## src/rtl/rs232_pkg.sv

```systemverilog
// Shared constants, FSM encoding and helpers for the RS-232 packet transmitter.
// Bit periods are counted in 50 MHz clk cycles.
`timescale 1ns/1ps
package rs232_pkg;

  localparam int unsigned CNT_W = 13;
  typedef logic [CNT_W-1:0] baud_t;

  localparam logic [7:0] STX = 8'h02;
  localparam logic [7:0] ETX = 8'h03;

  localparam baud_t BAUD_CNT_9600  = 13'd5208;
  localparam baud_t BAUD_CNT_19200 = 13'd2604;
  localparam baud_t BAUD_CNT_38400 = 13'd1302;

  localparam int          PAYLOAD_BYTES = 5;
  localparam logic [2:0]  LAST_BYTE     = 3'd7;
  localparam logic [3:0]  BIT_LAST_DATA = 4'd8;
  localparam logic [3:0]  BIT_STOP      = 4'd9;

  typedef enum logic [1:0] {
    IDLE = 2'd0,
    LOAD = 2'd1,
    SEND = 2'd2,
    DONE = 2'd3
  } state_t;

  // Setting 3 is unused and falls back to the slowest rate.
  function automatic baud_t baud_decode(
    input logic [1:0] setting,
    input baud_t      cnt_9600,
    input baud_t      cnt_19200,
    input baud_t      cnt_38400
  );
    baud_t cnt;
    case (setting)
      2'd1:    cnt = cnt_19200;
      2'd2:    cnt = cnt_38400;
      default: cnt = cnt_9600;
    endcase
    return cnt;
  endfunction

  function automatic logic [7:0] frame_checksum(input logic [39:0] payload);
    logic [7:0] acc;
    acc = STX;
    for (int i = 0; i < PAYLOAD_BYTES; i++) begin
      acc = acc + payload[39-8*i -: 8];
    end
    return acc;
  endfunction

endpackage

```

## src/rtl/rs232_byte_tx.sv

```systemverilog
// 8N1 byte serializer: a start request is taken while idle or in the last stop-bit
// cycle (o_done), so consecutive bytes abut with no gap. tx is a reset-to-1 flop.
`timescale 1ns/1ps
module rs232_byte_tx
  import rs232_pkg::*;
(
  input  logic             clk,
  input  logic             rst,
  input  logic             i_start,
  input  logic [7:0]       i_byte,
  input  logic [CNT_W-1:0] i_bit_max,
  output logic             o_done,
  output logic             o_tx
);

  logic             r_active;
  logic [3:0]       r_bit_idx;
  logic [CNT_W-1:0] r_cnt;
  logic [CNT_W-1:0] r_bit_max;
  logic [7:0]       r_shift;
  logic             r_tx;

  logic w_bit_end;
  logic w_last;
  logic w_take;

  assign w_bit_end = (r_cnt == r_bit_max);
  assign w_last    = r_active && w_bit_end && (r_bit_idx == BIT_STOP);
  assign w_take    = i_start && (!r_active || w_last);
  assign o_done    = w_last;
  assign o_tx      = r_tx;

  always_ff @(posedge clk or negedge rst) begin
    if (!rst) begin
      r_active  <= 1'b0;
      r_bit_idx <= '0;
      r_cnt     <= '0;
      r_bit_max <= '0;
      r_shift   <= '0;
      r_tx      <= 1'b1;
    end else if (w_take) begin
      r_active  <= 1'b1;
      r_bit_idx <= '0;
      r_cnt     <= '0;
      r_bit_max <= i_bit_max;
      r_shift   <= i_byte;
      r_tx      <= 1'b0;
    end else if (r_active) begin
      if (w_bit_end) begin
        r_cnt <= '0;
        if (r_bit_idx == BIT_STOP) begin
          r_active  <= 1'b0;
          r_bit_idx <= '0;
          r_tx      <= 1'b1;
        end else begin
          r_bit_idx <= r_bit_idx + 4'd1;
          // Start and D0..D6 shift out the next data bit; leaving D7 enters the stop bit.
          if (r_bit_idx < BIT_LAST_DATA) begin
            r_tx    <= r_shift[0];
            r_shift <= {1'b0, r_shift[7:1]};
          end else begin
            r_tx <= 1'b1;
          end
        end
      end else begin
        r_cnt <= r_cnt + CNT_W'(1);
      end
    end
  end

  a_cnt_bound: assert property (@(posedge clk) disable iff (!rst)
    r_active |-> (r_cnt <= r_bit_max));

endmodule

```

## src/rtl/rs232_package_tx.sv

```systemverilog
// Packet framer: STX, P0..P4, CHK, ETX sent back-to-back through rs232_byte_tx.
// STX starts the cycle after acceptance; a new request is also taken in the tx_done cycle.
`timescale 1ns/1ps
module rs232_package_tx
  import rs232_pkg::*;
#(
  parameter logic [CNT_W-1:0] BAUD_9600  = BAUD_CNT_9600,
  parameter logic [CNT_W-1:0] BAUD_19200 = BAUD_CNT_19200,
  parameter logic [CNT_W-1:0] BAUD_38400 = BAUD_CNT_38400
)(
  input  logic        clk,
  input  logic        rst,
  input  logic [1:0]  buad_setting,
  input  logic        pkt_valid,
  input  logic [39:0] pkt_payload,
  output logic        pkt_ready,
  output logic        tx,
  output logic        busy,
  output logic        tx_done
);

  state_t           r_state;
  state_t           w_state_nxt;
  logic             r_armed;
  logic [2:0]       r_byte_idx;
  logic [2:0]       w_byte_idx_nxt;
  logic [39:0]      r_payload;
  logic [7:0]       r_chk;
  logic [CNT_W-1:0] r_bit_max;
  logic [CNT_W-1:0] w_bit_max;

  logic       w_accept;
  logic       w_byte_start;
  logic       w_byte_done;
  logic [7:0] w_byte;

  always_ff @(posedge clk or negedge rst) begin
    if (!rst) begin
      r_state <= IDLE;
    end else begin
      r_state <= w_state_nxt;
    end
  end

  always_comb begin
    w_state_nxt    = r_state;
    w_accept       = 1'b0;
    w_byte_start   = 1'b0;
    w_byte_idx_nxt = r_byte_idx;
    w_bit_max      = r_bit_max;
    w_byte         = STX;
    pkt_ready      = 1'b0;
    busy           = 1'b0;
    tx_done        = 1'b0;

    case (r_state)
      IDLE: begin
        pkt_ready = r_armed;
        w_accept  = pkt_valid && r_armed;
        if (w_accept) w_state_nxt = LOAD;
      end
      LOAD: begin
        busy        = 1'b1;
        w_state_nxt = SEND;
      end
      SEND: begin
        busy = 1'b1;
        if (w_byte_done) begin
          if (r_byte_idx == LAST_BYTE) begin
            w_state_nxt = DONE;
          end else begin
            w_byte_start   = 1'b1;
            w_byte_idx_nxt = r_byte_idx + 3'd1;
          end
        end
      end
      DONE: begin
        pkt_ready   = 1'b1;
        tx_done     = 1'b1;
        w_accept    = pkt_valid;
        w_state_nxt = pkt_valid ? LOAD : IDLE;
      end
      default: w_state_nxt = IDLE;
    endcase

    // STX is constant, so it goes out immediately while LOAD computes the checksum.
    if (w_accept) begin
      w_byte_start   = 1'b1;
      w_byte_idx_nxt = 3'd0;
      w_bit_max      = baud_decode(buad_setting, BAUD_9600, BAUD_19200, BAUD_38400)
                       - CNT_W'(1);
      w_byte         = STX;
    end else begin
      case (w_byte_idx_nxt)
        3'd1:    w_byte = r_payload[39:32];
        3'd2:    w_byte = r_payload[31:24];
        3'd3:    w_byte = r_payload[23:16];
        3'd4:    w_byte = r_payload[15:8];
        3'd5:    w_byte = r_payload[7:0];
        3'd6:    w_byte = r_chk;
        3'd7:    w_byte = ETX;
        default: w_byte = STX;
      endcase
    end
  end

  always_ff @(posedge clk or negedge rst) begin
    if (!rst) begin
      r_armed    <= 1'b0;
      r_byte_idx <= '0;
      r_payload  <= '0;
      r_chk      <= '0;
      r_bit_max  <= '0;
    end else begin
      r_armed    <= 1'b1;
      r_byte_idx <= w_byte_idx_nxt;
      if (w_accept) begin
        r_payload <= pkt_payload;
        r_bit_max <= w_bit_max;
      end
      if (r_state == LOAD) begin
        r_chk <= frame_checksum(r_payload);
      end
    end
  end

  rs232_byte_tx u_byte_tx (
    .clk       (clk),
    .rst       (rst),
    .i_start   (w_byte_start),
    .i_byte    (w_byte),
    .i_bit_max (w_bit_max),
    .o_done    (w_byte_done),
    .o_tx      (tx)
  );

  a_done_ready: assert property (@(posedge clk) disable iff (!rst)
    tx_done |-> (pkt_ready && !busy));

endmodule
```

## config.mk

```make
export PLATFORM = sky130hd
export DESIGN_NAME = rs232_package_tx
export DESIGN_NICKNAME = d
export VERILOG_FILES = /design/src/rtl/rs232_pkg.sv /design/src/rtl/rs232_byte_tx.sv /design/src/rtl/rs232_package_tx.sv
export SDC_FILE = /design/constraint.sdc
export NUM_CORES = 1
export LEC_CHECK = 0
export ABC_CLOCK_PERIOD_IN_PS = 3250
export BUFFER_PORTS_ARGS = -buffer_cell sky130_fd_sc_hd__buf_2
export CAP_MARGIN = 20
export CORE_UTILIZATION = 53
export CTS_BUF_LIST = sky130_fd_sc_hd__clkbuf_4 sky130_fd_sc_hd__clkbuf_8
export DETAILED_ROUTE_END_ITERATION = 8
export PLACE_DENSITY = 0.75
export SYNTH_ARGS = -nofsm -noshare
export SYNTH_HDL_FRONTEND = slang
export SYNTH_SLANG_ARGS = --single-unit
```

## constraint.sdc

```tcl
create_clock -name clk -period 3.25 [get_ports clk]
set_input_delay 0.325 -clock clk [delete_from_list [all_inputs] [get_ports clk]]
set_output_delay 0.325 -clock clk [all_outputs]
set_load 0.02 [all_outputs]
```

==> results.yml, run 1 <==
run_status:
  status: "complete, but fails checks"
  violations: "setup timing"
die:
  core-area_um2: 11000
  die_area_um2: 11800
  die_h_um: 109
  die_w_um: 109
  start_util_pct: 54.9
  ioPinCount: 49
  num_rows: 38
sta:
  max_freq_ghz: 0.291
  rsz0062_at_grt: "true"
  fin_skew_ps: 15.2
  layout_setup_ws_ps: -190
  maxSlewHeadroom_pct: 56.0
  setup_violations: 4
  fin_crit_sh_pct: 106
  tightest_slew_ps: 654
  finalHoldViolCount: 0
  period_minus_slack_ps: 3440
  finalMaxSlewViolations: 0
clock_tree:
  cts_sinks: 107
  worstSkewPairLatency_ps: 380
  tritoncts: "built"
  htreeDepth: 3
  root_buffer: "clkbuf_8"
  clockBufferDepth: 2
  numCtsBuffers: 9
  path_clk_slew_ps: 110
power_and_ir_drop:
  p_leak_nw: 3.37
  power-per-cell-area_nw_per_um2: 1280
  ir_drop_v: 0.00149
  finalPower_w: 0.00878
yosys:
  post-synth-top-area-fraction_pct: 44.0
  synth_area_leaders: "dfrtp_1 (44%), nand2_1 (9.2%), fa_1 (7.0%)"
  synth.yosys.seq_area_share_pct: 44.4
  syn_area_um2: 6030
  synth_cell_types: 55
  avgSynthCellArea_um2: 9.66
  synth_top_cell_by_area: "dfrtp_1"
  synthFlopType: "dfrtp_1"
  async_reset_ff_share_pct: 100
  yosys_warnings: 0
  ys_ff_latch: 107
  syn_inst: 624
  syn_nets: 709
  synth_edf_count: 0
routing:
  num_vias: 4636
  drtAntennaViolNets: 0
  wl_mm: 13.2
  drt_iter0_markers: 310
  vias_per_cell: 5.55
  wl_per_cell_um: 15.8
  drc_errors: 0
  dr.pass1.iters: 7
final_layout:
  fin_nets: 776
  fillCellCount: 888
  final_common_cell: "nand2_1"
  syn2layout_area_growth_pct: 13.6
  final_util_pct: 62.3
  diodes: 0
  final_cell_mix: "nand2_1 (147), dfrtp_1 (106), inv_1 (54)"
  drive_above_1_share_pct: 20.8
grt:
  grt_pass1_vias: 4523
  antenna_found_initial: 0
  overflow: 0
  grt_use_total_pct: 24.1
  grt_max_degree: 62
  grt_pass1_wl_mm: 21.9
place:
  place_ws_ps: -246
  dp_hpwl_mm: 9.69
  io_buffers: 48
  gp_congestion: 0.852
worst_setup_path:
  crit_chain: "inv_2 -> fa_1 -> inv_1 -> fa_1 -> inv_2 -> fa_1 -> inv_1 -> ha_1 -> a21o_1 -> a21o_1 -> a21o_1 -> a21oi_2 -> xnor2_1 -> mux2_4"
  slowest_stage: "fa_1"
  start_kind: "register"
  cp_top_family: "adder cells"
  worstSetupPathType: "reg2reg"
  worstPathRequired_ps: 3520
  crit_arrival_ps: 3710
  crit_path_max_incr_delay_ps: 510
  end_kind: "register"
  crit_fanout: 2
  path_buf_inv: 4
  r2r_setup_slack_ps: -190
min_path:
  hold_class: "in2reg"
job:
  drv_cap: 0
state kept, by name, summed over array words and instances (netlist names):
| name | flops |
|---|---|
| r_payload | 40 |
| u_byte_tx.r_cnt | 13 |
| u_byte_tx.r_active | 1 |
| r_state | 2 |
| u_byte_tx.r_shift | 8 |
| r_armed | 1 |
| r_chk | 8 |
| u_byte_tx.r_bit_idx | 4 |
| u_byte_tx.r_bit_max | 13 |
| u_byte_tx.o_tx | 1 |
| r_bit_max | 13 |
| r_byte_idx | 3 |
cell usage after synthesis (3+ instances only):
master / n
a211oi_1: 3
a21boi_0: 3
a21o_1: 9
a21oi_1: 18
a221oi_1: 9
a222oi_1: 5
a22o_1: 4
a22oi_1: 4
and2_1: 6
and3_1: 7
buf_2: 4
clkbuf_1: 17
dfrtp_1: 106
fa_1: 21
ha_1: 19
inv_1: 57
mux2_2: 27
nand2_1: 147
nand2b_1: 4
nand3_1: 9
nand3b_1: 3
nor2_1: 21
nor2b_1: 3
o211ai_1: 3
o21ai_0: 41
o21ai_1: 5
o2bb2ai_1: 3
or3_1: 5
xnor2_1: 22
xor2_1: 8
final timing paths:
kind | cells after the start | from | to
worst max-delay path | 14 | r_payload[10] | r_chk[6]
worst max register to register | 14 | r_payload[10] | r_chk[6]
min in group asynchronous | 2 | rst | u_byte_tx.r_bit_idx[2]
max in group asynchronous | 3 | rst | r_bit_max[12]
worst min register to register | 1 | r_bit_max[0] | r_bit_max[0]
worst min-delay path | 3 | pkt_payload[30] | r_payload[30]
layer usage:
layer	wire [um]	share of wire [%]	track usage [%]	vias to the layer above
met5	0	0	0	-
met4	145	1.1	6.85	0
met3	534	4.0	3.77	17
met2	6380	48	38.9	117
met1	6150	47	33.7	2292
li1	-	-	-	2210
cell families after synthesis:
kind of cell	count (synthesis)	share of synthesized area [%]
XOR/XNOR	32	4.90
multiplexers	29	5.38
AND/OR/NAND/NOR	216	16.0
adder cells (fa/ha/maj)	40	10.9
flip-flops	107	44.4
buffers and inverters	80	5.19
other	1	0.0622
AO/OA/AOI/OAI	119	13.2
final cells by class:
type	count	area, um2	area share (%)
sequential	107	2680	39.1
inverter	57	214	3.12
tap	140	175	2.56
timing repair buffer	79	503	7.35
clock buffer	9	124	1.81
multi-input combinational	437	3080	45.0
clock inverter	7	73.8	1.08
through the flow:
stage	hold WS, ps	cells	TNS (ps)	cell area [um2]
global placement	384	817	-228	6600
CTS	112	836	-507	6840
floorplan	29.4	624	-112	6040
global route	122	836	-987	6850
detailed placement	383	817	-497	6600
finish	123	836	-466	6850
report_power, final:
part | switching [W] | internal (W) | leakage [nW]
logic | 0.00299 | 0.00288 | 1.96
clock network | 0.000480 | 0.000361 | 0.100
registers | 0.000314 | 0.00175 | 1.31
total | 0.00379 | 0.00500 | 3.37
tightest hold or removal path: cells and delay by family:
| family | cells | cell delay [ps] |
|---|---|---|
| buffers and inverters | 1 | 70 |
| AND/OR/NAND/NOR | 2 | 80 |
timing repair:
item                       CTS  global route
resized for setup            5             3
setup endpoints to repair    3             5
hold endpoints to repair    45             0
setup buffers                2             0
hold buffers                 1             0
gates cloned                 0             0
Note: power is estimated with default switching activity, not from simulation.
==> inputs of run 2 (changes only) <==
CORE_UTILIZATION = 40   (was 53)
PLACE_DENSITY = not set   (was 0.75)
==> results.yml, run 2 (same netlist as run 1, synthesis figures left out) <==
run_status:
  status: "complete, but fails checks"
  violations: "DRC, setup timing"
routing:
  drtAntennaViolNets: 0
  num_vias: 4560
  wl_mm: 14.0
  drc_errors: 6
  drt_iter0_markers: 308
  vias_per_cell: 5.16
  dr.pass1.iters: 7
  wl_per_cell_um: 15.8
worst_setup_path:
  start_kind: "register"
  end_kind: "register"
  crit_chain: "inv_2 -> fa_1 -> inv_1 -> fa_1 -> inv_1 -> fa_1 -> inv_1 -> ha_1 -> a21o_1 -> a21o_1 -> a21o_1 -> a21oi_2 -> xnor2_1 -> mux2_4"
  slowest_stage: "fa_1"
  cp_top_family: "adder cells"
  worstSetupPathType: "reg2reg"
  worstPathRequired_ps: 3530
  crit_path_max_incr_delay_ps: 520
  crit_fanout: 2
  crit_arrival_ps: 3720
  path_buf_inv: 4
clock_tree:
  cts_sinks: 107
  htreeDepth: 3
  root_buffer: "clkbuf_8"
  clockBufferDepth: 2
  tritoncts: "built"
  path_clk_slew_ps: 100
  worstSkewPairLatency_ps: 390
  numCtsBuffers: 9
place:
  io_buffers: 48
  place_area_um2: 6680
  place_ws_ps: -195
  dp_cells: 865
  gp_congestion: 0.813
  dp_hpwl_mm: 10.2
sta:
  finalMaxSlewViolations: 0
  period_minus_slack_ps: 3430
  finalHoldViolCount: 0
  max_freq_ghz: 0.291
  fin_crit_sh_pct: 106
  tightest_slew_ps: 647
  setup_violations: 4
  maxSlewHeadroom_pct: 56.9
  layout_setup_ws_ps: -183
  rsz0062_at_grt: "true"
  fin_hold_ws_ps: 115
  fin_skew_ps: 11.8
grt:
  use_met2_pct: 30.1
  use_met1_pct: 26.6
  grt_pass1_vias: 4706
  grt_use_total_pct: 19.4
  grt_busiest_layer: "met2"
  grt_max_degree: 70
  grt_pass1_wl_mm: 23.6
  overflow: 0
  antenna_found_initial: 0
  met3_usage_pct: 3.99
die:
  start_util_pct: 41.2
  die_w_um: 125
  ioPinCount: 49
  die_area_um2: 15600
  core-area_um2: 14600
  die_h_um: 125
  num_rows: 44
power_and_ir_drop:
  p_sw_share_pct: 42.3
  p_leak_nw: 3.40
  p_seq_share_pct: 22.0
  ir_drop_v: 0.00134
  power-per-cell-area_nw_per_um2: 1340
  comb_power_share_pct: 68.4
  clockPowerShare_pct: 9.6
  p_int_w: 0.00537
  p_switching_w: 0.00393
final_layout:
  largest-register: "r_payload"
  final_cell_mix: "nand2_1 (147), dfrtp_1 (106), inv_1 (53)"
  final_common_cell: "nand2_1"
  diodes: 0
  syn2layout_area_growth_pct: 15.4
  stdcell_area_um2: 6950
  fin_nets: 780
  final_util_pct: 47.5
  drive_above_1_share_pct: 21.3
  fin_cells: 884
  largest_reg_flops: 40
job:
  drv_cap: 0
min_path:
  hold_class: "in2reg"
-- run 2: changes by cell type in the layout (fill, tap and decap cells not counted), moves of 2 or more --
| cell | change |
|---|---|
| buf_6 | +2 |
| clkbuf_8 | +2 |
| clkinv_2 | -2 |
| buf_4 | +2 |
-- run 2: worst paths after layout --
kind,from,end,slack [ps],cells past startpoint
hold reg to reg,r_bit_max[0],r_bit_max[0],470,1
max in group asynchronous,rst,r_payload[24],1980,3
hold / removal,pkt_payload[27],r_payload[27],120,3
setup / recovery,r_payload[2],r_chk[6],-180,14
min in group asynchronous,rst,u_byte_tx.r_cnt[5],500,2
setup reg to reg,r_payload[2],r_chk[6],-180,14
-- run 2: per-layer routing --
layer  part of all wire, %  vias up
met3                   4.6       21
li1                      -     2218
met5                     0        -
met1                    48     2226
met2                    46       95
met4                   2.1        0
-- run 2: power by group through the flow --
stage,registers (W),clock network [W],logic [W]
after floorplan,0.00198,0,0.00415
after global placement,0.00205,0,0.00564
after detailed placement,0.00207,0,0.00584
after CTS,0.00204,0.000922,0.00616
after global routing,0.00210,0.000982,0.00711
final,0.00204,0.000891,0.00636
-- run 2: what timing repair did --
item,CTS,global route
pin swaps,2,4
gates resized for setup,4,7
hold endpoints to repair,48,0
setup buffers,2,0
endpoints found under the setup margin,4,6
hold buffers,1,0
-- run 2: final cells by class --
type                    count  area (um2)
clock buffers              12         159
clock inverters             4        56.3
fillers                  1393        7690
inverters                  57         214
multi-input cells         437        3080
flip-flops and latches    107        2680
well taps                 184         230
repair buffers             83         536
-- run 2: metrics by stage --
stage | setup TNS (ps) | power [W]
detailed placement | -516 | 0.00791
floorplan | -112 | 0.00614
global placement | -333 | 0.00769
finish | -477 | 0.00930
CTS | -618 | 0.00913
global route | -987 | 0.0102
-- run 2: worst reg2reg max path, cell delays in order (launching register included) --
cell and delay [ps]:
dfrtp_1 350, inv_2 50, fa_1 520, inv_1 50
fa_1 480, inv_1 50, fa_1 500, inv_1 50
ha_1 260, a21o_1 170, a21o_1 160, a21o_1 170
a21oi_2 160, xnor2_1 90, mux2_4 260
==> inputs of run 3 (changes only) <==
CTS_BUF_LIST = sky130_fd_sc_hd__clkbuf_4   (was sky130_fd_sc_hd__clkbuf_4 sky130_fd_sc_hd__clkbuf_8)
SYNTH_HIERARCHICAL = 1   (was not set)
==> results.yml, run 3 <==
power_and_ir_drop:
  comb_power_share_pct: 69.3
  p_sw_share_pct: 44.0
  p_int_w: 0.00480
  ir_drop_v: 0.00100
  p_leak_nw: 3.71
  p_switching_w: 0.00378
  finalPower_w: 0.00858
  p_seq_share_pct: 23.4
  clockPowerShare_pct: 7.3
  power-per-cell-area_nw_per_um2: 1130
min_path:
  hold_class: "in2reg"
  hold_end: "r_payload[35]"
  min_path_cells: 3
  hp-start: "pkt_payload[35]"
worst_setup_path:
  worstReg2RegEnd: "r_chk[4]"
  start_kind: "register"
  crit_arrival_ps: 3750
  worstSetupPathType: "reg2reg"
  r2r-start: "r_payload[18]"
  reg2regPathDepth: 13
  end_kind: "register"
  worstPathRequired_ps: 3660
  crit_start: "r_payload[18]"
  crit_fanout: 2
  r2r_setup_slack_ps: -90
clock_tree:
  root_buffer: "clkbuf_4"
  numCtsBuffers: 9
  clockBufferDepth: 2
  cts_sinks: 107
  htreeDepth: 3
  worstSkewPairLatency_ps: 510
  tritoncts: "built"
  path_clk_slew_ps: 160
yosys:
  synth_top_family_by_area: "simple AND/OR/NAND/NOR gates"
  synth_cell_types: 75
  syn_inst: 671
  synth-compound-area-share_pct: 14.1
  async_reset_ff_share_pct: 100
  post_synth_fa_ha_maj_area_fraction_pct: 9.80
  muxShareOfSynthArea_pct: 7.45
  synth.most_common_cell: "nand2_1"
  synth.yosys.seq_area_share_pct: 40.7
  post-synth-top-area-fraction_pct: 40.3
  ys_ff_latch: 107
  synthXorXnorAreaFrac_pct: 3.72
  synth_top_cell_by_area: "dfrtp_1"
  syn_nets: 755
  synthFlopType: "dfrtp_1"
  synth_area_leaders: "dfrtp_1 (40%), nand2_1 (8.2%), fa_1 (6.4%)"
  yosys_warnings: 6
  synthTopCellsByCount: "nand2_1 (144), dfrtp_1 (106), inv_1 (53), o21ai_0 (38), fa_1 (21)"
  avgSynthCellArea_um2: 9.81
  synth-simple-area-share_pct: 18.5
  syn_area_um2: 6590
  synth_edf_count: 0
grt:
  overflow: 0
  grt_pass1_vias: 5121
  grt_use_total_pct: 20.3
  antenna_found_initial: 1
  grt_pass1_wl_mm: 26.2
  grt_max_degree: 63
run_status:
  status: "complete, but fails checks"
  violations: "setup timing"
final_layout:
  stdcell_area_um2: 7610
  largest_reg_flops: 40
  drive_above_1_share_pct: 23.6
  largest-register: "r_payload"
  fillCellCount: 1541
  syn2layout_area_growth_pct: 15.6
  fin_nets: 847
  final_cell_mix: "nand2_1 (144), dfrtp_1 (106), buf_2 (47)"
  fin_cells: 985
  final_common_cell: "nand2_1"
die:
  ioPinCount: 49
  num_rows: 46
  die_w_um: 130
  die_area_um2: 17000
  die_h_um: 130
  start_util_pct: 41.2
  core-area_um2: 16000
sta:
  layout_setup_ws_ps: -88.6
  setup_violations: 4
  maxSlewHeadroom_pct: 44.2
  period_minus_slack_ps: 3340
  finalHoldViolCount: 0
  rsz0062_at_grt: "true"
  tightest_slew_ps: 836
  fin_tns_setup_ps: -229
  finalMaxSlewViolations: 0
  fin_skew_ps: 19.2
  fin_crit_sh_pct: 103
  max_freq_ghz: 0.300
routing:
  dr.pass1.iters: 5
  vias_per_cell: 5.21
  wl_per_cell_um: 16.2
  drt_iter0_markers: 277
  drtAntennaViolNets: 0
  num_vias: 5132
  drc_errors: 0
  wl_mm: 16.0
place:
  io_buffers: 48
  place_area_um2: 7150
  gp_congestion: 0.831
  dp_cells: 934
  dp_hpwl_mm: 11.3
  place_ws_ps: -96.9
job:
  drv_cap: 0
-- run 3: changes by cell type in the layout (fill, tap and decap cells not counted), sizes merged, moves of 8 or more --
cell         change
dlygate4sd3     +18
a31oi           +15
xnor2           -12
nor4             +8
xor2             +8
-- run 3: worst max-delay path, cell delays in order (launching register included) --
cell     delay (ps)
dfrtp_1         390
inv_2            50
fa_1            530
inv_1            50
fa_1            490
inv_2            40
fa_1            520
inv_1            50
ha_1            260
a21o_1          150
a21o_1          190
buf_4           130
xor2_1          130
mux2_4          250
-- run 3: stage by stage --
stage | utilization (%) | hold WS, ps
3_3_place_gp | 44.7 | 443
5_1_grt | 47.6 | 1.63
4_1_cts | 46.8 | 1.86
2_1_floorplan | - | 29.4
6_report | 47.6 | 15.4
3_5_place_dp | 44.7 | 444
-- run 3: final cells by class --
| class | instances | area, um2 | share of cell area (%) |
|---|---|---|---|
| well taps | 216 | 270 | 3.55 |
| inverters | 53 | 199 | 2.61 |
| clock buffers | 9 | 67.6 | 0.887 |
| repair buffers | 108 | 766 | 10.1 |
| flip-flops and latches | 107 | 2680 | 35.2 |
| clock inverters | 7 | 41.3 | 0.542 |
| multi-input cells | 484 | 3590 | 47.1 |
| diodes | 1 | 2.50 | 0.0329 |
-- run 3: cell families after synthesis --
logic type | after synthesis
fa+ha+maj | 39
compound gates | 133
buf+inv | 80
xor+xnor | 28
other cells | 1
simple gates | 246
flops | 107
mux | 37
-- run 3: power groups by stage --
stage | Combinational (W) | Clock [W] | Sequential, W
finish | 0.00594 | 0.000626 | 0.00201
global route | 0.00660 | 0.000694 | 0.00207
CTS | 0.00526 | 0.000649 | 0.00201
detailed placement | 0.00486 | 0 | 0.00204
global placement | 0.00474 | 0 | 0.00202
floorplan | 0.00381 | 0 | 0.00195
-- run 3: worst max-delay path by stage --
| stage | endpoint | slack, ps | depth (start not counted) |
|---|---|---|---|
| 2_1_floorplan | r_chk[7] | 60 | 13 |
| 3_3_place_gp | r_chk[7] | -50 | 13 |
| 3_5_place_dp | r_chk[7] | -100 | 13 |
| 4_1_cts | r_chk[7] | -70 | 13 |
| 5_1_grt | r_chk[6] | -230 | 13 |
| 6_report | r_chk[4] | -90 | 13 |
-- run 3: timing repair --
action,in CTS,in global routing
buffers inserted,4,11
endpoints found under the hold margin,78,0
pin swaps,0,12
setup endpoints to repair,3,25
hold buffers,19,0
resized for setup,2,14
-- run 3: layer usage --
| metal | wire (um) | track usage [%] |
|---|---|---|
| met4 | 393 | 8.34 |
| met2 | 7700 | 33.9 |
| met3 | 546 | 2.67 |
| met1 | 7320 | 26.7 |
| met5 | 0 | 0 |
